--- src/rtl/fifo_uart_drain.sv ---
// Read-side FIFO consumer: pops one word per frame and sends it as a UART frame
// (start bit, LSB-first data, optional parity, stop bit) with no gap between back-to-back frames.
module fifo_uart_drain #(
  parameter int width    = 8,
  parameter int PRESCALE = 16
) (
  input  logic             CLK,
  input  logic             RST,
  input  logic             TX_EN,
  input  logic             PAR_EN,
  input  logic             PAR_TYP,
  input  logic             EMPTY,
  input  logic [width-1:0] RD_DATA,
  output logic             R_INC,
  output logic             TX_OUT,
  output logic             BUSY
);

  localparam int IDX_W = (width > 1) ? $clog2(width) : 1;
  localparam int CNT_W = (PRESCALE > 1) ? $clog2(PRESCALE) : 1;

  typedef enum logic [2:0] {
    IDLE,
    START,
    DATA,
    PARITY,
    STOP
  } state_t;

  state_t           state;
  logic [CNT_W-1:0] bit_cnt;
  logic [IDX_W-1:0] bit_idx;
  logic [width-1:0] shift_reg;
  logic             par_en_q;
  logic             par_bit;

  logic             bit_last;
  logic             pop;
  logic [width-1:0] shift_nxt;

  // NOTE: every signal written in always_comb gets a default first, so no latch can be inferred.
  always_comb begin
    bit_last  = 1'b0;
    pop       = 1'b0;
    shift_nxt = shift_reg >> 1;
    bit_last  = (bit_cnt == CNT_W'(PRESCALE - 1));
    // Reset masks the pop so the FIFO never loses a word while RST is held.
    pop       = !RST && TX_EN && !EMPTY &&
                ((state == IDLE) || ((state == STOP) && bit_last));
  end

  assign R_INC = pop;

  // NOTE: sequential state uses non-blocking assignments so every register samples pre-edge values.
  always_ff @(posedge CLK or posedge RST) begin
    if (RST) begin
      state     <= IDLE;
      bit_cnt   <= '0;
      bit_idx   <= '0;
      shift_reg <= '0;
      par_en_q  <= 1'b0;
      par_bit   <= 1'b0;
      TX_OUT    <= 1'b1;
      BUSY      <= 1'b0;
    end else begin
      // The bit counter wraps at each bit boundary, which is also every state change.
      if (state == IDLE || bit_last) bit_cnt <= '0;
      else                           bit_cnt <= bit_cnt + CNT_W'(1);

      unique case (state)
        IDLE: begin
          TX_OUT <= 1'b1;
          BUSY   <= 1'b0;
          if (pop) begin
            shift_reg <= RD_DATA;
            par_en_q  <= PAR_EN;
            par_bit   <= (^RD_DATA) ^ PAR_TYP;
            state     <= START;
            TX_OUT    <= 1'b0;
            BUSY      <= 1'b1;
          end
        end

        START: begin
          if (bit_last) begin
            state   <= DATA;
            bit_idx <= '0;
            TX_OUT  <= shift_reg[0];
          end
        end

        DATA: begin
          if (bit_last) begin
            if (bit_idx == IDX_W'(width - 1)) begin
              if (par_en_q) begin
                state  <= PARITY;
                TX_OUT <= par_bit;
              end else begin
                state  <= STOP;
                TX_OUT <= 1'b1;
              end
            end else begin
              bit_idx   <= bit_idx + IDX_W'(1);
              shift_reg <= shift_nxt;
              TX_OUT    <= shift_nxt[0];
            end
          end
        end

        PARITY: begin
          if (bit_last) begin
            state  <= STOP;
            TX_OUT <= 1'b1;
          end
        end

        STOP: begin
          if (bit_last) begin
            if (pop) begin
              shift_reg <= RD_DATA;
              par_en_q  <= PAR_EN;
              par_bit   <= (^RD_DATA) ^ PAR_TYP;
              state     <= START;
              TX_OUT    <= 1'b0;
            end else begin
              state  <= IDLE;
              TX_OUT <= 1'b1;
              BUSY   <= 1'b0;
            end
          end
        end

        default: begin
          state  <= IDLE;
          TX_OUT <= 1'b1;
          BUSY   <= 1'b0;
        end
      endcase
    end
  end

endmodule

--- config.mk ---
export PLATFORM = sky130hd
export DESIGN_NAME = fifo_uart_drain
export DESIGN_NICKNAME = d
export VERILOG_FILES = /design/src/rtl/fifo_uart_drain.sv
export SDC_FILE = /design/constraint.sdc
export NUM_CORES = 1
export LEC_CHECK = 0
export ABC_AREA = 1
export CAP_MARGIN = 20
export CORE_MARGIN = 2
export CORE_UTILIZATION = 62
export DETAILED_ROUTE_END_ITERATION = 10
export DONT_BUFFER_PORTS = 1
export GPL_TIMING_DRIVEN = 0
export PLACE_DENSITY = 0.84
export SLEW_MARGIN = 40
export SYNTH_ARGS = -nofsm -noshare
export SYNTH_HDL_FRONTEND = slang
export SYNTH_SLANG_ARGS = --single-unit
--- constraint.sdc ---
create_clock -name CLK -period 1.62 [get_ports CLK]
set_input_delay 0.243 -clock CLK [delete_from_list [all_inputs] [get_ports CLK]]
set_output_delay 0.243 -clock CLK [all_outputs]
set_load 0.01 [all_outputs]
* Yosys cells after proc, flatten, opt, wreduce, memory -nomap -nowiden
Index checks and enable logic that the tools add are counted.
W data, S select, Z words.
** Word-level totals
- Flip-flop bits (word level) :: 22
- Output and inout bits :: 3
- Bits of input ports :: 14
** Cells by class
- Add/sub/neg operators :: 2
- Bitwise operators :: 2
- Reduce and logical (&&, ||, !) cells :: 20
- Multiplexer cells :: 37
- Eq/ne operators :: 14
** Operators with widths (number)
- $mux W8 :: 4
- $mux W3 :: 10
- $pmux W8 S3 :: 1
- $ne A2 B2 Y1 const B :: 8
- $mux W1 :: 15
- $pmux W3 S5 :: 1
- $reduce_and A4 Y1 :: 3
- $reduce_xor A8 Y1 :: 1
- $eq A3 B2 Y1 const B :: 2
- $eq A3 B3 Y1 const B :: 2
- $pmux W3 S2 :: 1
- $reduce_and A6 Y1 :: 1
- $pmux W1 S5 :: 1
- $add A4 B1 Y4 const B :: 1
- $eq A4 B4 Y1 const B :: 1
- $logic_and A1 B1 Y1 :: 4
- $mux W4 :: 1
- $pmux W1 S2 :: 2
- $reduce_bool A2 Y1 :: 2
- $add A3 B1 Y3 const B :: 1
- $eq A3 B1 Y1 const B :: 1
- $logic_not A3 Y1 :: 1
- $pmux W1 S3 :: 1
- $reduce_and A3 Y1 :: 1
- 7 further kinds :: 9

* Logic depth before layout (Yosys ltp)
- Depth in word-level cells :: 7
- Mapped depth :: 10
- Depth with buffers taken out :: 10

* Least setup slack after synthesis
Ideal clock, no wire load.
- Path type :: register to register
- Start :: register bit_cnt[0]
- End :: register shift_reg[5]
- Period minus slack after synthesis :: 1.489 ns
- Stages on the path, launching flop included :: 11
- Arrival :: 1.372 ns
- Library setup time :: 0.117 ns
- Buffers on the path :: 1
- Setup slack :: 0.131 ns
- Cells stage by stage :: dfrtp_1 -> ha_1 -> nand3_1 -> nand2_4 -> nand3_2 -> nand2_2 -> nand2_4 -> clkinv_4 -> buf_12 -> nand2_2 -> o21ai_2
** Between the ends
- Word-level cells in the longest chain between the ends :: 7
- Elaborated cells between the ends (all ways) :: 10
** RTL lines
- from (decl) :: RTL line 31 : logic [CNT_W-1:0] bit_cnt;
- from (signal assigned) :: RTL line 68 : else bit_cnt <= bit_cnt + CNT_W'(1);
- $eq A4 B4 Y1 * :: RTL line 46 : bit_last = (bit_cnt == CNT_W'(PRESCALE - 1));
- $logic_and A1 B1 Y1 :: RTL line 49 : ((state == IDLE) || ((state == STOP) && bit_last));
- $logic_or A1 B1 Y1 :: RTL line 49
- $logic_and A1 B1 Y1 :: RTL line 48 : pop = !RST && TX_EN && !EMPTY &&
- $mux W8 (2 in series)
- $pmux W8 S3
- to (signal assigned) :: RTL line 104 : shift_reg <= shift_nxt;
- to (decl) :: RTL line 33 : logic [width-1:0] shift_reg;
Mark *: on every way between the ends. The rest lies on a longest branch, timed or not. The select of a mux whose other input is x is not followed.
A chain may end at the register's enable or synchronous reset.

* Worst setup path in the final report
- Start :: register state[0]
- End :: output port R_INC
** Between the ends
- Word-level cells in the longest chain between the ends :: 4
- Elaborated cells between the ends (all ways) :: 5
** RTL lines
- from (decl) :: RTL line 30 : state_t state;
- from (signal assigned) :: RTL line 57 : state <= IDLE;
- from (signal assigned) :: RTL line 78 : state <= START;
- from (signal assigned) :: RTL line 86 : state <= DATA;
- $eq A3 B3 Y1 :: RTL line 49
- $logic_and A1 B1 Y1 :: RTL line 49
- $logic_or A1 B1 Y1 * :: RTL line 49
- $logic_and A1 B1 Y1 * :: RTL line 48
- to (decl) :: RTL line 14 : output logic R_INC,
Mark *: on every way between the ends. The rest lies on a longest branch, timed or not.

==> qor.yml <==
worst_setup_path:
  worstPathRequired_ns: 1.38
  critPathCaptureType: "output port"
  critPathKind: "reg2out"
  worst_setup_start_kind: "flip-flop"
  crit_arrival_ns: 1.32
  critPathMaxFanout: 6
power_and_ir_drop:
  power_uw: 2660
  power_per_cell_area_nw_per_um2: 1780
  max-vdd-ir-drop_mv: 1.11
  power.leakage_uw: 0.000756
route:
  drt-wirelength-per-cell_um: 12.7
  detailedRoute.firstIterationViolations: 37
  ant_nets: 0
  drt-pass1-iter-count: 4
  dr_total_vias: 1155
  post_detailed_route_via_to_cell_ratio: 5.47
  finalWirelength_um: 2670
  detail_route.drc_violations: 0
logic_synthesis:
  synthesis.instances: 174
  yosys.area.top_type_share_pct: 39.3
  synthMostInstantiatedCell: "sky130_fd_sc_hd__nand2_1"
  synthDominantAreaCellType: "sky130_fd_sc_hd__dfrtp_1"
  synth.top_cells.by_area: "sky130_fd_sc_hd__dfrtp_1 (39%), sky130_fd_sc_hd__nand2_1 (14%), sky130_fd_sc_hd__inv_1 (7.3%), sky130_fd_sc_hd__o21ai_0 (6.7%), sky130_fd_sc_hd__o21ai_2 (3.9%)"
  syn_area_per_cell_um2: 7.69
  synthDistinctLibCells: 25
  mappedNetlistNets: 191
  ys_seq_elements: 22
  ys.flop_type: "sky130_fd_sc_hd__dfrtp_1"
  post_synth_instance_area_um2: 1340
  synth_edf_count: 0
  async_flop_share_pct: 100
  synth.cells.most_frequent: "sky130_fd_sc_hd__nand2_1 (51), sky130_fd_sc_hd__inv_1 (26), sky130_fd_sc_hd__dfrtp_1 (21), sky130_fd_sc_hd__o21ai_0 (18)"
  synthesis.yosys.warnings: 0
  ys_seq_area_share_pct: 41.2
floorplan:
  start_util_pct: 66.9
  boundaryPins: 17
  design.core.area_um2: 2000
  core.rowCount: 16
  design.die.area_um2: 2550
  die-width_um: 50.5
  floorplan.die.height_um: 50.5
timing:
  worst_slack_ns: 0.0536
  timing.final.crit_share_pct: 96.7
  report.final.setup_viol: 0
  slew_limit_fails: 0
  grt_setup_unrepaired: "false"
  count_of_final_hold_check_violations: 0
  worst_pin_slew_ns: 0.571
  min_period_ns: 1.57
  timing.slew.headroom_pct: 61.7
  max_freq_mhz: 638
  clock_skew_ns: 0.00365
cts:
  clk_slew_on_worst_s_h_paths_ns: 0.12
  htree_levels: 1
  clk_root_buffer_cell: "sky130_fd_sc_hd__clkbuf_4"
  clock_tree_from_tritoncts: "yes"
  clockBufferDepth: 2
  cts_sink_count: 22
  numCtsBuffers: 3
  clock_insertion_delay_worst_skew_ns: 0.31
grt:
  grt_util_all_layers_pct: 24.5
  first_global_vias: 1144
  grt_start_max_net_pins: 23
  grt_first_pass_wirelength_um: 4800
  grt.overflow.total: 0
  number_of_antenna_violations_at_the_first_check_in_global_routing: 0
layout:
  insertedDiodeCount: 0
  layout.core_utilization_pct: 74.8
  final_layout_size_suffix_gt1_share_pct: 22.3
  largest_register_ffs: 8
  area.growth.synth_to_final_pct: 11.9
  design.final.nets: 202
status:
  status: "complete, no violations"
placed_design:
  io_buffers: 0
  dpl_worst_slack_ns: -0.0680
  gpl.final_weighted_congestion: 0.854
  post-dp-hpwl_um: 1940
worst_hold_path:
  worst_hold_path_type: "in2reg"
job:
  maxCapViolations: 0
==> power breakdown <==
part	internal (uW)	switching, uW	total [uW]
logic	569	817	1390
clock network	137	167	305
registers	777	197	974
total	1480	1180	2660
==> kinds of logic after synthesis <==
group | share of synthesized area [%]
xor gates and xnor gates | 2.62
adders and majority gates | 2.80
AOI/OAI and AO/OA | 13.6
and+or+nand+nor | 29.3
buffers and inverters | 10.5
DFF | 41.2
==> worst max-delay path, cell delays in order (launching register included) <==
cell and delay (ns):
sky130_fd_sc_hd__dfrtp_2 0.49, sky130_fd_sc_hd__nor2_4 0.14, sky130_fd_sc_hd__nand2_4 0.08, sky130_fd_sc_hd__nand2_4 0.09
sky130_fd_sc_hd__nand3_4 0.10, sky130_fd_sc_hd__inv_4 0.11
==> cells in the final DEF (no fill, tap or decap), types with 4 or more instances in the layout <==
cell and instances:
sky130_fd_sc_hd__nand2_2 6, sky130_fd_sc_hd__o21ai_2 6, sky130_fd_sc_hd__nor2_1 8, sky130_fd_sc_hd__a21oi_1 4, sky130_fd_sc_hd__dfrtp_1 20, sky130_fd_sc_hd__o21ai_0 16
sky130_fd_sc_hd__buf_4 5, sky130_fd_sc_hd__inv_1 23, sky130_fd_sc_hd__nand3_1 8, sky130_fd_sc_hd__nand2_1 51
==> routing by layer <==
layer	vias up	GRT usage, %	share of wire, %	wire length (um)
met4	0	8.11	2.5	67
met1	545	28.9	40	1080
li1	568	-	-	-
met5	-	0	0	0
met2	32	45.4	53	1420
met3	10	3.27	3.9	103
==> stage by stage <==
step | hold slack, ns | instance area, um^2 | std cells | setup TNS, ns
5_1_grt | 0.0656 | 1500 | 211 | 0
6_report | 0.0519 | 1500 | 211 | 0
3_3_place_gp | 0.325 | 1370 | 201 | -0.0276
4_1_cts | 0.0596 | 1480 | 211 | 0
2_1_floorplan | 0.231 | 1340 | 174 | 0
3_5_place_dp | 0.331 | 1370 | 201 | -0.339
==> final cells by class <==
| class | count | area (um^2) |
|---|---|---|
| Multi-Input combinational cell | 121 | 684 |
| Sequential cell | 22 | 553 |
| Fill cell | 159 | 504 |
| Inverter | 28 | 113 |
| Timing Repair Buffer | 6 | 47.5 |
| Clock buffer | 4 | 36.3 |
| Tap cell | 27 | 33.8 |
| Buffer | 3 | 30.0 |
==> worst paths after layout <==
check | start | end | slack, ns | cells after the start
worst max register to register | state[0]$_DFFE_PP0P_ | state[1]$_DFFE_PP0P_ | 0.12 | 10
max in group asynchronous | RST | TX_OUT$_DFFE_PP1P_ | 0.88 | 2
worst min register to register | shift_reg[0]$_DFFE_PP0P_ | shift_reg[0]$_DFFE_PP0P_ | 0.51 | 2
worst min-delay path | PAR_EN | par_en_q$_DFFE_PP0P_ | 0.05 | 2
worst max-delay path | state[0]$_DFFE_PP0P_ | R_INC | 0.05 | 5
min in group asynchronous | RST | bit_cnt[2]$_DFF_PP0_ | 0.39 | 2
==> repair_timing <==
action | 4_1_cts | 5_1_grt
hold buffers | 1 | 0
endpoints found under the hold margin | 21 | 0
setup buffers | 5 | 0
pin swaps | 2 | 2
gates resized for setup | 6 | 7
setup endpoints to repair | 9 | 9
Note: power is estimated with default switching activity, not from simulation.
